<file path="src/rtl/mem_addr_sequencer.sv">
// Drives ena/wea/memaddr for input, weight and result phases; addresses appear one cycle after the state that issues them.
// Load strobes lag their address by RD_LAT cycles; no backpressure, the sequencer free-runs once a phase starts.
module mem_addr_sequencer #(
    parameter int ROWS     = 4,
    parameter int COLS     = 4,
    parameter int ADDR_W   = 8,
    parameter int IN_BASE  = 0,
    parameter int W_BASE   = 16,
    parameter int OUT_BASE = 40,
    parameter int GAP_CYC  = 1,
    parameter int RD_LAT   = 1
) (
    input  logic              clk,
    input  logic              rst,
    input  logic              start,
    input  logic              pixel_finish,
    input  logic              picture_finish,
    output logic              ena,
    output logic              wea,
    output logic [ADDR_W-1:0] memaddr,
    output logic              in_vld,
    output logic              w_vld,
    output logic [3:0]        ld_idx,
    output logic              out_rd,
    output logic [3:0]        out_idx,
    output logic              busy,
    output logic              done
);

    localparam int N     = ROWS * COLS;
    localparam int CNT_W = 8;
    localparam logic [CNT_W-1:0]  N_LAST   = CNT_W'(N - 1);
    localparam logic [CNT_W-1:0]  GAP_LAST = CNT_W'((GAP_CYC == 0) ? 0 : GAP_CYC - 1);
    localparam logic [ADDR_W-1:0] IN_A     = ADDR_W'(IN_BASE);
    localparam logic [ADDR_W-1:0] W_A      = ADDR_W'(W_BASE);
    localparam logic [ADDR_W-1:0] OUT_A    = ADDR_W'(OUT_BASE);

    typedef enum logic [2:0] {
        IDLE, LOAD_IN, GAP, LOAD_W, WAIT_PIX, WRITE_OUT, WAIT_NEXT
    } state_t;

    state_t            state, state_d;
    logic [CNT_W-1:0]  cnt, cnt_d;
    logic              pend, pend_d;

    logic              ena_d, wea_d, out_rd_d, busy_d, done_d;
    logic [ADDR_W-1:0] addr_d;
    logic [3:0]        out_idx_d;
    logic              iss_in_d, iss_w_d, iss_in, iss_w;
    logic [3:0]        iss_idx_d, iss_idx;

    logic [RD_LAT-1:0] in_pipe, w_pipe;
    logic [3:0]        idx_pipe [RD_LAT];

    always_ff @(posedge clk or negedge rst) begin
        if (!rst) begin
            state <= IDLE;
            cnt   <= '0;
            pend  <= 1'b0;
        end else begin
            state <= state_d;
            cnt   <= cnt_d;
            pend  <= pend_d;
        end
    end

    always_comb begin
        state_d = state;
        cnt_d   = cnt;
        pend_d  = pend;
        case (state)
            IDLE: begin
                if (start) begin
                    state_d = LOAD_IN;
                    cnt_d   = '0;
                end
            end
            LOAD_IN: begin
                if (pixel_finish) pend_d = 1'b1;
                if (cnt == N_LAST) begin
                    cnt_d   = '0;
                    state_d = (GAP_CYC == 0) ? LOAD_W : GAP;
                end else begin
                    cnt_d = cnt + 1'b1;
                end
            end
            GAP: begin
                if (pixel_finish) pend_d = 1'b1;
                if (cnt == GAP_LAST) begin
                    cnt_d   = '0;
                    state_d = LOAD_W;
                end else begin
                    cnt_d = cnt + 1'b1;
                end
            end
            LOAD_W: begin
                if (pixel_finish) pend_d = 1'b1;
                if (cnt == N_LAST) begin
                    cnt_d   = '0;
                    state_d = WAIT_PIX;
                end else begin
                    cnt_d = cnt + 1'b1;
                end
            end
            WAIT_PIX: begin
                if (pixel_finish || pend) begin
                    pend_d  = 1'b0;
                    cnt_d   = '0;
                    state_d = WRITE_OUT;
                end
            end
            WRITE_OUT: begin
                if (cnt == N_LAST) begin
                    cnt_d   = '0;
                    state_d = WAIT_NEXT;
                end else begin
                    cnt_d = cnt + 1'b1;
                end
            end
            WAIT_NEXT: begin
                // End of picture takes priority over a new pixel.
                if (picture_finish) begin
                    state_d = IDLE;
                end else if (start) begin
                    cnt_d   = '0;
                    state_d = LOAD_IN;
                end
            end
            default: state_d = IDLE;
        endcase
    end

    always_comb begin
        ena_d     = 1'b0;
        wea_d     = 1'b0;
        out_rd_d  = 1'b0;
        addr_d    = '0;
        out_idx_d = '0;
        iss_in_d  = 1'b0;
        iss_w_d   = 1'b0;
        iss_idx_d = '0;
        busy_d    = (state_d != IDLE);
        done_d    = (state == WAIT_NEXT) && picture_finish;
        case (state)
            LOAD_IN: begin
                ena_d     = 1'b1;
                addr_d    = IN_A + ADDR_W'(cnt);
                iss_in_d  = 1'b1;
                iss_idx_d = cnt[3:0];
            end
            GAP: addr_d = memaddr;
            LOAD_W: begin
                ena_d     = 1'b1;
                addr_d    = W_A + ADDR_W'(cnt);
                iss_w_d   = 1'b1;
                iss_idx_d = cnt[3:0];
            end
            WRITE_OUT: begin
                ena_d     = 1'b1;
                wea_d     = 1'b1;
                out_rd_d  = 1'b1;
                addr_d    = OUT_A + ADDR_W'(cnt);
                out_idx_d = cnt[3:0];
            end
            default: ;
        endcase
    end

    always_ff @(posedge clk or negedge rst) begin
        if (!rst) begin
            ena     <= 1'b0;
            wea     <= 1'b0;
            out_rd  <= 1'b0;
            memaddr <= '0;
            out_idx <= '0;
            busy    <= 1'b0;
            done    <= 1'b0;
            iss_in  <= 1'b0;
            iss_w   <= 1'b0;
            iss_idx <= '0;
        end else begin
            ena     <= ena_d;
            wea     <= wea_d;
            out_rd  <= out_rd_d;
            memaddr <= addr_d;
            out_idx <= out_idx_d;
            busy    <= busy_d;
            done    <= done_d;
            iss_in  <= iss_in_d;
            iss_w   <= iss_w_d;
            iss_idx <= iss_idx_d;
        end
    end

    // The issue registers line up with memaddr; the pipe adds exactly RD_LAT more cycles.
    always_ff @(posedge clk or negedge rst) begin
        if (!rst) begin
            in_pipe <= '0;
            w_pipe  <= '0;
            for (int i = 0; i < RD_LAT; i++) idx_pipe[i] <= '0;
        end else begin
            in_pipe[0]  <= iss_in;
            w_pipe[0]   <= iss_w;
            idx_pipe[0] <= iss_idx;
            for (int i = 1; i < RD_LAT; i++) begin
                in_pipe[i]  <= in_pipe[i-1];
                w_pipe[i]   <= w_pipe[i-1];
                idx_pipe[i] <= idx_pipe[i-1];
            end
        end
    end

    assign in_vld = in_pipe[RD_LAT-1];
    assign w_vld  = w_pipe[RD_LAT-1];
    assign ld_idx = idx_pipe[RD_LAT-1];

endmodule

</file>
<file path="config.mk">
export PLATFORM = sky130hd
export DESIGN_NAME = mem_addr_sequencer
export DESIGN_NICKNAME = d
export VERILOG_FILES = /design/src/rtl/mem_addr_sequencer.sv
export SDC_FILE = /design/constraint.sdc
export NUM_CORES = 1
export LEC_CHECK = 0
export CAP_MARGIN = 20
export CORE_MARGIN = 2
export CORE_UTILIZATION = 48
export DETAILED_ROUTE_END_ITERATION = 6
export PLACE_DENSITY = 0.81
export SYNTH_ARGS = -nofsm -noshare
export SYNTH_HDL_FRONTEND = slang
export SYNTH_SLANG_ARGS = --single-unit
</file>
<file path="constraint.sdc">
create_clock -name clk -period 2.1 [get_ports clk]
set_input_delay 0.525 -clock clk [delete_from_list [all_inputs] [get_ports clk]]
set_output_delay 0.525 -clock clk [all_outputs]
set_load 0.02 [all_outputs]
</file>
==> metrics.md, run 1 <==
| Metric | Value |
|---|---|
| Clk network pwr share | 19.3% |
| Critical-path top delay cell | clkdlybuf4s50_1 |
| First-pass GRT wire length | 6490 um |
| Endpoints failing setup | 0 |
| Worst R2R End | busy |
| Initial Utilization | 50.9% |
| Cts repair resizes | 0 |
| R2r startpoint | cnt[1] |
| Number of max-cap violations | 0 |
| Final ANT Viol Nets | 0 |
| Avg WL per Cell | 14.6 um |
| Main flop type after synthesis | dfrtp_1 |
| Pin count of the biggest net entering global routing | 41 |
| Worst Setup Start Kind | flip-flop |
| Die X | 67.0 um |
| Via/cell ratio | between 5 and 6 |
| Sw Share | 38.1% |
| R2R setup slack | 0.38 ns |
| Diode count | 0 |
| Root Driver | clkbuf_8 |
| Comb pwr share | roughly 45% |
| Worst EP required | 1.57 ns |
| Clock buffer depth | 2 |
| Number of port buffers | 27 |
| I/O pin count | 28 |
| Synth unique cells | 45 |
| CTS HTree Levels | 2 |
| PwrDens | 1450 nW/um^2 |
| Post-CTS Setup Bufs | 0 |
| Total track usage | 19.9% |
| Nets | 222 |
| DRC viols | 0 |
| Core region area | roughly 3700 sq um |
| Worst setup path start | memaddr[7] |
| Total wire length | ~3800 um |
| Final HPWL DP | 2660 um |
| Critical path cell sequence | clkdlybuf4s50_1 |
| RePlAce Congestion | 0.870 |
| Slew Limit Fails | 0 |
| Drt pass-1 iters | 4 |
| Syn nets | 189 |
| Initial drt markers | 130 |
| Peak Freq | 559 MHz |
| Sink Count | 40 |
| Critical path type | reg2out |
| Multi-input gate area | between 700 and 800 sq um |
| Syn-to-layout area delta | 23.4% |
| Row cnt | 22 |
| CP endpoint | memaddr[7] |
| Post-synth EDFFs | 0 |
| Worst skew pair latency | 0.30 ns |
| Hold Fails Final Rpt | 0 |
| Worst slew margin | 68.0% |
| Setup TNS | 0 ns |
| Cell count along the critical path | 1 |
| Class of the worst hold path | in2async |
| Synth warn | 0 |
| Post-synthesis sequential area ratio | 52.5% |
| Mapped cell area | 1910 sq um |
| CTS tree | yes |
| Die Area | around 4500 sq um |
| Delay-heaviest family, CP | buffers and inverters |
| CTS clk-pin slew, worst paths | 0.08 ns |
| Worst slew pin tran | ~0.48 ns |
| Worst path arrival time | 1.26 ns |
| Fillers | 313 |
| Initial antenna violation count | 0 |
| Layout Skew | 0.00719 ns |
| Area occupied by registers | approximately 1000 sq um |
| Post-CTS Hold Buffers | 0 |
| CTS buffer count | 5 |
| DR vias | 1,419 |
| CP endpoint kind | output port |
| Status | finished clean |
| Layout cells sized above 1 | 13.7% |
| DIE HEIGHT | 67.0 um |
| Tcrit/Tclk final | 85.2% |
| Int Pwr | 2.11 mW |
| NetSw | 1.30 mW |
| Synth Register Bits | 40 |
| RSZ-0062 raised after global routing | false |
| Overflow left after global routing | 0 |
| Post-layout minimum cycle time | 1.79 ns |
| Post-synthesis area per instance | between 10 and 15 sq um |
| R2R depth | 5 |
| CP Buf/Inv Count | 1 |
| Worst stage delay on the critical path | 0.61 ns |
| Register share of total power | 36.0% |
| FFs w/ async S/R, synth | between 90% and 100% |
| Cells after synthesis | approximately 180 |
| Final total power | 3.41 mW |
| Max Fanout on Critical Path | 2 |
| Peak supply drop | approximately 1.1 mV |
| Vias in the first global route | around 1,400 |
| LEAKAGE | ~1.1 nW |
## layout by cell type (no fill, tap or decap), drive strengths merged, types with 2 or more instances in the layout
| cell | n |
|---|---|
| xnor2 | 3 |
| nor3b | 4 |
| nor3 | 5 |
| a21oi | 9 |
| nand2 | 10 |
| inv | 9 |
| clkdlybuf4s50 | 26 |
| a31oi | 3 |
| buf | 11 |
| and3 | 5 |
| o22ai | 8 |
| nand3 | 6 |
| nor2b | 4 |
| a21boi | 3 |
| xor2 | 2 |
| nor2 | 11 |
| a22oi | 2 |
| clkinv | 2 |
| clkbuf | 6 |
| ha | 6 |
| o21ai | 15 |
| and2 | 4 |
| a22o | 3 |
| dfrtp | 40 |
## how the worst min path moves through the flow
stage	startpoint	end	slack, ns	depth (start not counted)
CTS	rst	memaddr[6]	0.29	2
floorplan	rst	busy	0.23	0
global route	rst	out_idx[2]	0.32	2
finish	rst	cnt[0]	0.28	2
global placement	iss_w	w_vld	0.33	0
detailed placement	iss_idx[0]	ld_idx[0]	0.34	0
## synthesized netlist by cell type (2+ instances only)
| library cell | count | area (sq um) |
|---|---|---|
| and3_1 | 5 | 31.3 |
| a22oi_1 | 2 | 15.0 |
| a21boi_4 | 2 | 37.5 |
| buf_4 | 3 | 22.5 |
| nor3_1 | 5 | 25.0 |
| o21ai_0 | 13 | 65.1 |
| xnor2_1 | 3 | 26.3 |
| o22ai_1 | 8 | 50.1 |
| a31oi_1 | 3 | 18.8 |
| nor3b_4 | 2 | 37.5 |
| nand2_1 | 10 | 37.5 |
| buf_2 | 6 | 30.0 |
| and2_1 | 4 | 25.0 |
| xor2_1 | 2 | 17.5 |
| buf_6 | 2 | 22.5 |
| ha_1 | 6 | 75.1 |
| a22o_1 | 3 | 26.3 |
| nor2_1 | 10 | 37.5 |
| dfrtp_1 | 40 | 1000 |
| inv_1 | 9 | 33.8 |
| nor2b_1 | 4 | 25.0 |
| a21oi_1 | 8 | 40.0 |
| nand3_1 | 6 | 30.0 |
## layout make-up
| type | count | share of cell area, % |
|---|---|---|
| Multi-Input combinational cell | 117 | 33.7 |
| Tap cell | 48 | 2.55 |
| Timing Repair Buffer | 37 | 14.5 |
| Clock inverter | 2 | 1.65 |
| Sequential cell | 40 | 42.6 |
| Clock buffer | 6 | 3.51 |
| Inverter | 10 | 1.60 |
## logic make-up (layout without fill, tap and decap cells)
family | count (synthesis) | count (layout) | synth area share, %
fa+ha+maj | 6 | 6 | 3.94
flops | 40 | 40 | 52.5
buf+inv | 21 | 55 | 5.91
simple gates | 54 | 54 | 16.3
xor+xnor | 5 | 5 | 2.30
compound gates | 51 | 51 | 18.5
mux | 1 | 1 | 0.525
## per-stage QoR
stage | area [sq um] | utilization, % | setup slack [ns] | instances | hold slack, ns
2_1_floorplan | 1910 | - | 0.508 | 178 | 0.229
3_3_place_gp | 2230 | 59.6 | 0.264 | 252 | 0.332
3_5_place_dp | 2230 | 59.6 | 0.225 | 252 | 0.336
4_1_cts | 2350 | 62.8 | 0.307 | 260 | 0.292
5_1_grt | 2350 | 62.8 | 0.233 | 260 | 0.324
6_report | 2350 | 62.8 | 0.312 | 260 | 0.277
## power groups by stage
| stage | combinational (mW) | sequential [mW] | clock, mW |
|---|---|---|---|
| after floorplan | 0.874 | 1.35 | 0 |
| after global placement | 1.49 | 1.22 | 0 |
| after detailed placement | 1.51 | 1.24 | 0 |
| after CTS | 1.53 | 1.23 | 0.665 |
| after global routing | 1.68 | 1.26 | 0.703 |
| final | 1.52 | 1.23 | 0.656 |
## state kept, by name, summed over array words and instances (netlist names), 3 cells and up
name,flops
cnt,8
iss_idx,4
ld_idx,4
memaddr,8
out_idx,4
state,3
## routing by layer
| metal | part of all wire (%) | track usage (%) | vias to the layer above |
|---|---|---|---|
| met4 | 1.7 | 7.91 | 0 |
| met2 | 47 | 31.2 | 41 |
| met5 | 0 | 0 | - |
| met1 | 46 | 25.4 | 682 |
| met3 | 5.4 | 6.59 | 8 |
| li1 | - | - | 688 |
(Power assumes the default switching activity.)
==> inputs of run 2 (changes only) <==
--- a/config.mk
+++ b/config.mk
@@ -5,7 +5,7 @@
 export SDC_FILE = /design/constraint.sdc
 export NUM_CORES = 1
 export LEC_CHECK = 0
-export CAP_MARGIN = 20
+export CAP_MARGIN = 25
 export CORE_MARGIN = 2
 export CORE_UTILIZATION = 48
 export DETAILED_ROUTE_END_ITERATION = 6
==> results of run 2 <==
Final layout, timing and power as in run 1 (identical DEF).
